### src/rtl/util_pkg.sv
// rtl/util_pkg.sv - shared clock constant and period meter state type
package util_pkg;

   localparam int CLK_HZ = 100_000_000;

   typedef enum logic {
      IDLE    = 1'b0,
      MEASURE = 1'b1
   } meter_state_t;

endpackage

### src/rtl/edge_sync.sv
// rtl/edge_sync.sv - 2-FF synchronizer with single-cycle rising-edge pulse
module edge_sync (
   input  logic clk,
   input  logic rst,
   input  logic iAsync,
   output logic oRise
);

   logic [1:0] s;
   logic       s_prev;

   always_ff @(posedge clk or negedge rst) begin
      if (!rst) begin
         s      <= 2'b00;
         s_prev <= 1'b0;
      end else begin
         s      <= {s[0], iAsync};
         s_prev <= s[1];
      end
   end

   assign oRise = s[1] & ~s_prev;

endmodule

### src/rtl/period_meter.sv
// rtl/period_meter.sv - clk-cycle period meter with timeout on missing edges
// Optional min/max period tracking enabled by PERIOD_METER_MINMAX_EN.
module period_meter
   import util_pkg::*;
#(
   parameter int  P_MIN_FREQ_HZ = 25,
   localparam int P_MAX_CNT     = CLK_HZ / P_MIN_FREQ_HZ,
   localparam int CW            = $clog2(P_MAX_CNT + 1)
) (
   input  logic          clk,
   input  logic          rst,
   input  logic          iSig,
   input  logic          iClr,
   output logic [CW-1:0] oPeriod,
   output logic          oValid,
   output logic          oTimeout,
   output logic          oBusy,
   output logic [CW-1:0] oMinPeriod,
   output logic [CW-1:0] oMaxPeriod
);

   localparam logic [CW-1:0] LAST = CW'(P_MAX_CNT - 1);

   meter_state_t  state, state_nx;
   logic [CW-1:0] cnt, cnt_nx;
   logic [CW-1:0] period_nx;
   logic          rise, load, tmo;

   edge_sync u_edge_sync (
      .clk    (clk),
      .rst    (rst),
      .iAsync (iSig),
      .oRise  (rise)
   );

   assign period_nx = cnt + CW'(1);

   always_ff @(posedge clk or negedge rst) begin
      if (!rst) state <= IDLE;
      else      state <= state_nx;
   end

   always_comb begin
      state_nx = state;
      if (iClr) begin
         state_nx = IDLE;
      end else begin
         case (state)
            IDLE:    if (rise) state_nx = MEASURE;
            MEASURE: if (!rise && cnt == LAST) state_nx = IDLE;
            default: state_nx = IDLE;
         endcase
      end
   end

   // An edge landing on the last count wins over the timeout.
   always_comb begin
      load   = 1'b0;
      tmo    = 1'b0;
      cnt_nx = cnt;
      if (iClr) begin
         cnt_nx = '0;
      end else begin
         case (state)
            IDLE: cnt_nx = '0;
            MEASURE: begin
               if (rise) begin
                  load   = 1'b1;
                  cnt_nx = '0;
               end else if (cnt == LAST) begin
                  tmo    = 1'b1;
                  cnt_nx = '0;
               end else begin
                  cnt_nx = cnt + CW'(1);
               end
            end
            default: cnt_nx = '0;
         endcase
      end
   end

   always_ff @(posedge clk or negedge rst) begin
      if (!rst) begin
         cnt      <= '0;
         oPeriod  <= '0;
         oValid   <= 1'b0;
         oTimeout <= 1'b0;
      end else begin
         cnt      <= cnt_nx;
         oValid   <= load;
         oTimeout <= tmo;
         if (iClr)      oPeriod <= '0;
         else if (load) oPeriod <= period_nx;
      end
   end

   assign oBusy = (state == MEASURE);

`ifdef PERIOD_METER_MINMAX_EN
   logic [CW-1:0] min_r, max_r;

   always_ff @(posedge clk or negedge rst) begin
      if (!rst) begin
         min_r <= '1;
         max_r <= '0;
      end else if (iClr) begin
         min_r <= '1;
         max_r <= '0;
      end else if (load) begin
         if (period_nx < min_r) min_r <= period_nx;
         if (period_nx > max_r) max_r <= period_nx;
      end
   end

   // Periods are never zero, so a zero max means nothing measured yet.
   assign oMinPeriod = (max_r == '0) ? '0 : min_r;
   assign oMaxPeriod = max_r;
`else
   assign oMinPeriod = '0;
   assign oMaxPeriod = '0;
`endif

endmodule

### config.mk
export PLATFORM = sky130hd
export DESIGN_NAME = period_meter
export DESIGN_NICKNAME = d
export VERILOG_FILES = /design/src/rtl/util_pkg.sv /design/src/rtl/edge_sync.sv /design/src/rtl/period_meter.sv
export SDC_FILE = /design/constraint.sdc
export NUM_CORES = 1
export LEC_CHECK = 0
export CORE_MARGIN = 1.5
export CORE_UTILIZATION = 48
export CTS_BUF_LIST = sky130_fd_sc_hd__clkbuf_8
export CTS_CLUSTER_SIZE = 20
export DETAILED_ROUTE_END_ITERATION = 16
export PLACE_DENSITY = 0.81
export SYNTH_ARGS = -nofsm -noshare
export SYNTH_HDL_FRONTEND = slang
export SYNTH_SLANG_ARGS = --single-unit
### constraint.sdc
create_clock -name clk -period 2 [get_ports clk]
set_input_delay 0.6 -clock clk [delete_from_list [all_inputs] [get_ports clk]]
set_output_delay 0.6 -clock clk [all_outputs]
set_load 0.01 [all_outputs]
==> reports/qor.txt, run 1 <==
crit-path cells -> clkdlybuf4s50_1
TritonCTS Buffers -> 5
average wire per standard cell -> 11.4 um
layout cell share with drive strength beyond 1 -> 8.30%
Vias/cell -> 4.54
CP Buf/Inv Count -> 1
clk_skew -> 0.00368 ns
Remaining Overflow, GRT -> 0
TritonCTS Sinks -> 50
IO Pins -> 73
drt pass-1 iters -> 4
Clock Power Share -> 36.9%
placer congestion estimate -> 0.827
post-CTS setup repair buffer count -> 0
P&R area growth vs syn -> 12.9%
max incr delay on CP -> 0.55 ns
R2R Path Start -> cnt[0]
Die Ht -> 74.0 um
Worst Path Max Fanout -> 4
largest net degree at the start of global routing -> 51
first-pass GRT wire length -> 6.61 mm
num rows -> 25
post-synthesis cell area -> 2420 um^2
Core Footprint -> 4790 um^2
cts repair resizes -> 0
RSZ-0062 raised after global routing -> false
syn avg cell area -> 9.96 um^2
DPL Wire Length -> 2.78 mm
slowest stage cell, crit path -> clkdlybuf4s50_1
die area -> 5480 um^2
P_int -> 1.38 mW
#FFs+latches synth -> 50
worst path arrival time -> 1.23 ns
status -> complete, no violations
Clock transition at path regs -> 0.08 ns
CTS tree -> done
Syn Inst Count -> 243
Leak Pwr -> 1.19 nW
DR vias -> 1,562
switching power total -> 0.390 mW
total power -> 1.77 mW
maximum clock rate -> 0.546 GHz
R2R cell count -> 6
initial DRC count -> 78
top_reg_cell synth -> dfrtp_1
Port Buffers -> 28
Inserted Diodes -> 0
max_cap viols -> 0
Final ANT Viol Nets -> 0
Crit. End Element -> primary output
Pwr Density -> 649 nW/um^2
Total GRT Usage -> 15.9%
TNS Setup -> 0 ns
WS Path Type -> reg -> out
overall die width -> 74.0 um
H-Tree Depth -> 2
nets@finish -> 281
final number of setup-violating endpoints -> 0
Gate power share -> 5.6%
HP Class -> in -> async
clock buffer depth -> 2
share of power burned in registers -> 57.5%
DRC -> 0
final worst-path cycle share -> 91.6%
Worst R2R Setup Slack -> 0.20 ns
Post-synth EDFFs -> 0
clock root buffer -> clkbuf_8
max-slew violations -> 0
Reg2Reg Capture Point -> oPeriod[12]
CP startpoint kind -> register
final hold vios -> 0
Critical Path RT -> 1.40 ns
synth unique cells -> 29
layout filler cell count -> 431
delay-heaviest family, CP -> buffers and inverters
Peak VDD IR -> 0.323 mV
Clk Latency, worst-skew pair -> 0.30 ns
Yosys warning count -> 0
register area share after synthesis -> 51.7%
initial antenna violation count -> 0
sw frac -> 22.0%
Starting Density -> 50.6%
Post-synth ARST share -> 100%
WL final -> 3.92 mm
vias in the first global route -> 1,520
crit path time final -> 1.83 ns
CTS Hold Buffers Added -> 0
==> Yosys cell counts (2+ instances only) <==
cell      instances  area, um^2
dfrtp_1          50        1250
buf_4            44         330
nand2_1          29         109
nor2_1           29         109
o21ai_0          19        95.1
xnor2_1          11        96.3
nand4_1           9        56.3
xor2_1            9        78.8
nand3_1           6        30.0
inv_1             5        18.8
clkbuf_1          4        15.0
nor3_2            3        30.0
o21ai_1           3        15.0
a21oi_1           2        10.0
and3_1            2        12.5
and4_1            2        17.5
buf_6             2        22.5
nor2b_1           2        12.5
or3_4             2        22.5
==> cells in the final DEF (no fill, tap or decap), types with 2 or more instances in the layout <==
cell              n
inv_1             5
nor2_1           29
nor2b_1           2
clkdlybuf4s50_1  27
and3_1            2
xor2_1            9
or3_4             2
conb_1           44
a21oi_1           2
buf_4             4
xnor2_1          11
dfrtp_1          50
nand2_1          29
o21ai_1           3
nand4_1           9
o21ai_0          19
nor3_2            3
clkbuf_8          8
and4_1            2
nand3_1           6
==> how the worst max path moves through the flow <==
stage	start	to	slack, ns	cells past startpoint
3_5_place_dp	iClr	oPeriod[11]	0.13	5
6_report	oBusy	oBusy	0.17	1
3_3_place_gp	iClr	oPeriod[21]	0.21	5
4_1_cts	oBusy	oBusy	0.16	1
2_1_floorplan	cnt[8]	cnt[13]	0.46	6
5_1_grt	cnt[0]	oPeriod[14]	0.02	6
==> per-stage QoR <==
step	util (%)	hold slack, ns	setup WS [ns]	cell area, um^2	std cells
detailed placement	54.8	0.343	0.128	2620	336
global route	57.1	0.283	0.0181	2730	344
CTS	57.1	0.278	0.162	2730	344
finish	57.1	0.273	0.168	2730	344
floorplan	-	0.304	0.463	2580	286
global placement	54.8	0.336	0.214	2620	336
==> kinds of logic after synthesis <==
kind of cell    count (synthesis)  share of synthesized area [%]
xor+xnor                       20                           7.24
fa+ha+maj                       1                          0.517
simple gates                   92                           19.5
buf+inv                        55                           16.0
other cells                     1                          0.155
compound gates                 24                           4.96
flops                          50                           51.7
==> layout make-up <==
cell class              instances  area [um^2]  area share [%]
flip-flops and latches         50         1250            45.8
multi-input cells             181          945            34.6
repair buffers                 33          325            11.9
clock buffers                   8          110            4.03
well taps                      67         83.8            3.07
inverters                       5         18.8           0.686
==> power groups by stage <==
stage	Sequential (mW)	Clock [mW]	Combinational [mW]
4_1_cts	1.02	0.681	0.0998
6_report	1.02	0.655	0.0991
2_1_floorplan	1.04	0	0.122
5_1_grt	1.02	0.720	0.114
3_3_place_gp	1.04	0	0.0977
3_5_place_dp	1.04	0	0.0996
==> metal layers <==
| layer | up-vias | share of wire, % | track usage [%] |
|---|---|---|---|
| li1 | 771 | - | - |
| met1 | 739 | 46 | 20.6 |
| met2 | 45 | 48 | 26.1 |
| met3 | 7 | 5.0 | 4.47 |
| met4 | 0 | 1.4 | 4.94 |
| met5 | - | 0 | 0 |
==> state kept, by name, indices dropped and copies added (netlist names) <==
register,flops
oValid,1
u_edge_sync.s_prev,1
u_edge_sync.s,2
oPeriod,22
cnt,22
oTimeout,1
oBusy,1
(Power assumes the default switching activity.)
==> run 2, diff against run 1 <==
--- a/config.mk
+++ b/config.mk
@@ -11,6 +11,7 @@
 export CTS_CLUSTER_SIZE = 20
 export DETAILED_ROUTE_END_ITERATION = 16
 export PLACE_DENSITY = 0.81
+export SKIP_LAST_GASP = 1
 export SYNTH_ARGS = -nofsm -noshare
 export SYNTH_HDL_FRONTEND = slang
 export SYNTH_SLANG_ARGS = --single-unit
==> results of run 2 <==
Final layout, timing and power as in run 1 (identical DEF).
==> run 3, diff against run 2 <==
--- a/config.mk
+++ b/config.mk
@@ -10,8 +10,7 @@
 export CTS_BUF_LIST = sky130_fd_sc_hd__clkbuf_8
 export CTS_CLUSTER_SIZE = 20
 export DETAILED_ROUTE_END_ITERATION = 16
-export PLACE_DENSITY = 0.81
-export SKIP_LAST_GASP = 1
+export PLACE_DENSITY = 0.89
 export SYNTH_ARGS = -nofsm -noshare
 export SYNTH_HDL_FRONTEND = slang
 export SYNTH_SLANG_ARGS = --single-unit
==> run 3 against run 2 <==
  * Total power up 1.9%
  * Final cell count down 0.29%
  * Highest routed layer unchanged
  * Non-clock buffer count down 1
  * Critical path depth up 5
==> reports/qor.txt, run 3 (synthesis gave the netlist of run 1 again) <==
TritonCTS Sinks -> 50 (unchanged)
layout cell share with drive strength beyond 1 -> 7.97% (was 8.30%)
max_cap viols -> 0 (unchanged)
IO Pins -> 73 (unchanged)
RSZ-0062 raised after global routing -> false (unchanged)
R2R cell count -> 6 (unchanged)
first-pass GRT wire length -> 6.77 mm (was 6.61 mm)
initial DRC count -> 113 (was 78)
largest net degree at the start of global routing -> 51 (unchanged)
GR Util met1 -> 20.9% (was 20.6%)
Worst Path Max Fanout -> 5 (was 4)
Leak Pwr -> 1.19 nW (about the same)
WL final -> 4.11 mm (was 3.92 mm)
final worst-path cycle share -> 91.6% (about the same)
multi-input logic area -> 945 um^2 (unchanged)
Area after DPL -> 2620 um^2 (about the same)
Crit. End Element -> register (was primary output)
average wire per standard cell -> 12.0 um (was 11.4 um)
worst path arrival time -> 2.01 ns (was 1.23 ns)
maximum clock rate -> 0.546 GHz (about the same)
Finished Cell Area -> 2730 um^2 (about the same)
post-route core utilization -> 56.9% (was 57.1%)
met3 usage -> 5.96% (was 4.47%)
drt pass-1 iters -> 4 (unchanged)
Clock transition at path regs -> 0.09 ns (was 0.08 ns)
overall die width -> 74.0 um (unchanged)
clk_skew -> 0.00788 ns (was 0.00368 ns)
Core Footprint -> 4790 um^2 (unchanged)
GR peak layer -> met2 (unchanged)
CTS Hold Buffers Added -> 0 (unchanged)
placed cell count -> 335 (was 336)
Port Buffers -> 28 (unchanged)
Pwr Density -> 663 nW/um^2 (was 649 nW/um^2)
WS Path Type -> reg -> reg (was reg -> out)
max-slew violations -> 0 (unchanged)
most common cell after layout, fill and taps aside -> dfrtp_1 (unchanged)
CP startpoint kind -> register (unchanged)
initial antenna violation count -> 0 (unchanged)
Clk Latency, worst-skew pair -> 0.30 ns (about the same)
clock root buffer -> clkbuf_8 (unchanged)
crit path time final -> 1.83 ns (about the same)
Final ANT Viol Nets -> 0 (unchanged)
Peak VDD IR -> 0.253 mV (was 0.323 mV)
nets@finish -> 280 (was 281)
Critical Path RT -> 2.18 ns (was 1.40 ns)
Vias/cell -> 4.66 (was 4.54)
DR vias -> 1,599 (was 1,562)
post-CTS setup repair buffer count -> 0 (unchanged)
vias in the first global route -> 1,495 (was 1,520)
DRC -> 0 (unchanged)
H-Tree Depth -> 2 (unchanged)
status -> complete, no violations (unchanged)
R2R Path Start -> cnt[0] (unchanged)
Inserted Diodes -> 0 (unchanged)
placer congestion estimate -> 0.803 (was 0.827)
clock buffer depth -> 2 (unchanged)
M2 GR Usage -> 25.3% (was 26.1%)
Total GRT Usage -> 16.6% (was 15.9%)
CTS tree -> done (unchanged)
final hold vios -> 0 (unchanged)
HP Class -> in -> async (unchanged)
layout filler cell count -> 420 (was 431)
largest registers -> cnt (22), oPeriod (22), u_edge_sync.s (2) (unchanged)
die area -> 5480 um^2 (unchanged)
TritonCTS Buffers -> 5 (unchanged)
Die Ht -> 74.0 um (unchanged)
post-route insts no fill -> 343 (was 344)
Reg2Reg Capture Point -> oPeriod[14] (was oPeriod[12])
commonest cells after routing, fill and taps aside -> dfrtp_1, conb_1, nor2_1, nand2_1, clkdlybuf4s50_1 (unchanged)
num rows -> 25 (unchanged)
DPL Wire Length -> 2.89 mm (was 2.78 mm)
Worst R2R Setup Slack -> 0.17 ns (was 0.20 ns)
Setup crit start -> cnt[0] (was oBusy)
Remaining Overflow, GRT -> 0 (unchanged)
TNS Setup -> 0 ns (unchanged)
P&R area growth vs syn -> 12.6% (was 12.9%)
Starting Density -> 50.6% (unchanged)
register area -> 1250 um^2 (unchanged)
final number of setup-violating endpoints -> 0 (unchanged)
cts repair resizes -> 0 (unchanged)
-- run 3: changes by cell type in the layout (fill, tap and decap cells not counted) --
| cell | change |
|---|---|
| clkbuf_8 | -3 |
| clkinv_2 | +2 |
| buf_4 | -1 |
| bufinv_16 | +1 |
-- run 3: area by class of cell --
| cell class | count | area share, % |
|---|---|---|
| timing repair buffer | 32 | 11.7 |
| sequential | 50 | 45.9 |
| clock inverter | 3 | 1.47 |
| multi-input combinational | 181 | 34.7 |
| inverter | 5 | 0.689 |
| clock buffer | 5 | 2.53 |
| tap | 67 | 3.08 |
-- run 3: worst max-delay path by stage --
stage                  end  cells past startpoint
2_1_floorplan      cnt[13]                      6
3_3_place_gp   oPeriod[21]                      5
3_5_place_dp   oPeriod[20]                      5
4_1_cts              oBusy                      1
5_1_grt        oPeriod[12]                      6
6_report       oPeriod[14]                      6
-- run 3: worst max-delay path, stage by stage (launching register included) --
cell and delay, ns:
dfrtp_1 0.45, ha_1 0.25, nand4_1 0.15, nor2_1 0.35, nand4_1 0.16, xor2_1 0.22, o21ai_0 0.12
-- run 3: report_power, final --
group / switching, mW / total, mW / internal (mW)
sequential: 0.00460 / 1.02 / 1.02
combinational: 0.0796 / 0.0990 / 0.0194
clock: 0.320 / 0.688 / 0.368
-- run 3: through the flow --
| step | hold slack (ns) | setup WS, ns | total power [mW] |
|---|---|---|---|
| after global placement | 0.336 | 0.221 | 1.14 |
| final | 0.272 | 0.168 | 1.81 |
| after floorplan | 0.304 | 0.463 | 1.16 |
| after global routing | 0.274 | 0.0211 | 1.88 |
| after CTS | 0.274 | 0.155 | 1.83 |
| after detailed placement | 0.352 | 0.0821 | 1.14 |
-- run 3: per-layer routing --
layer  share of wire, %  wire [um]
met4                2.4         98
met2                 48       1990
met5                  0          0
met3                5.7        234
met1                 43       1780
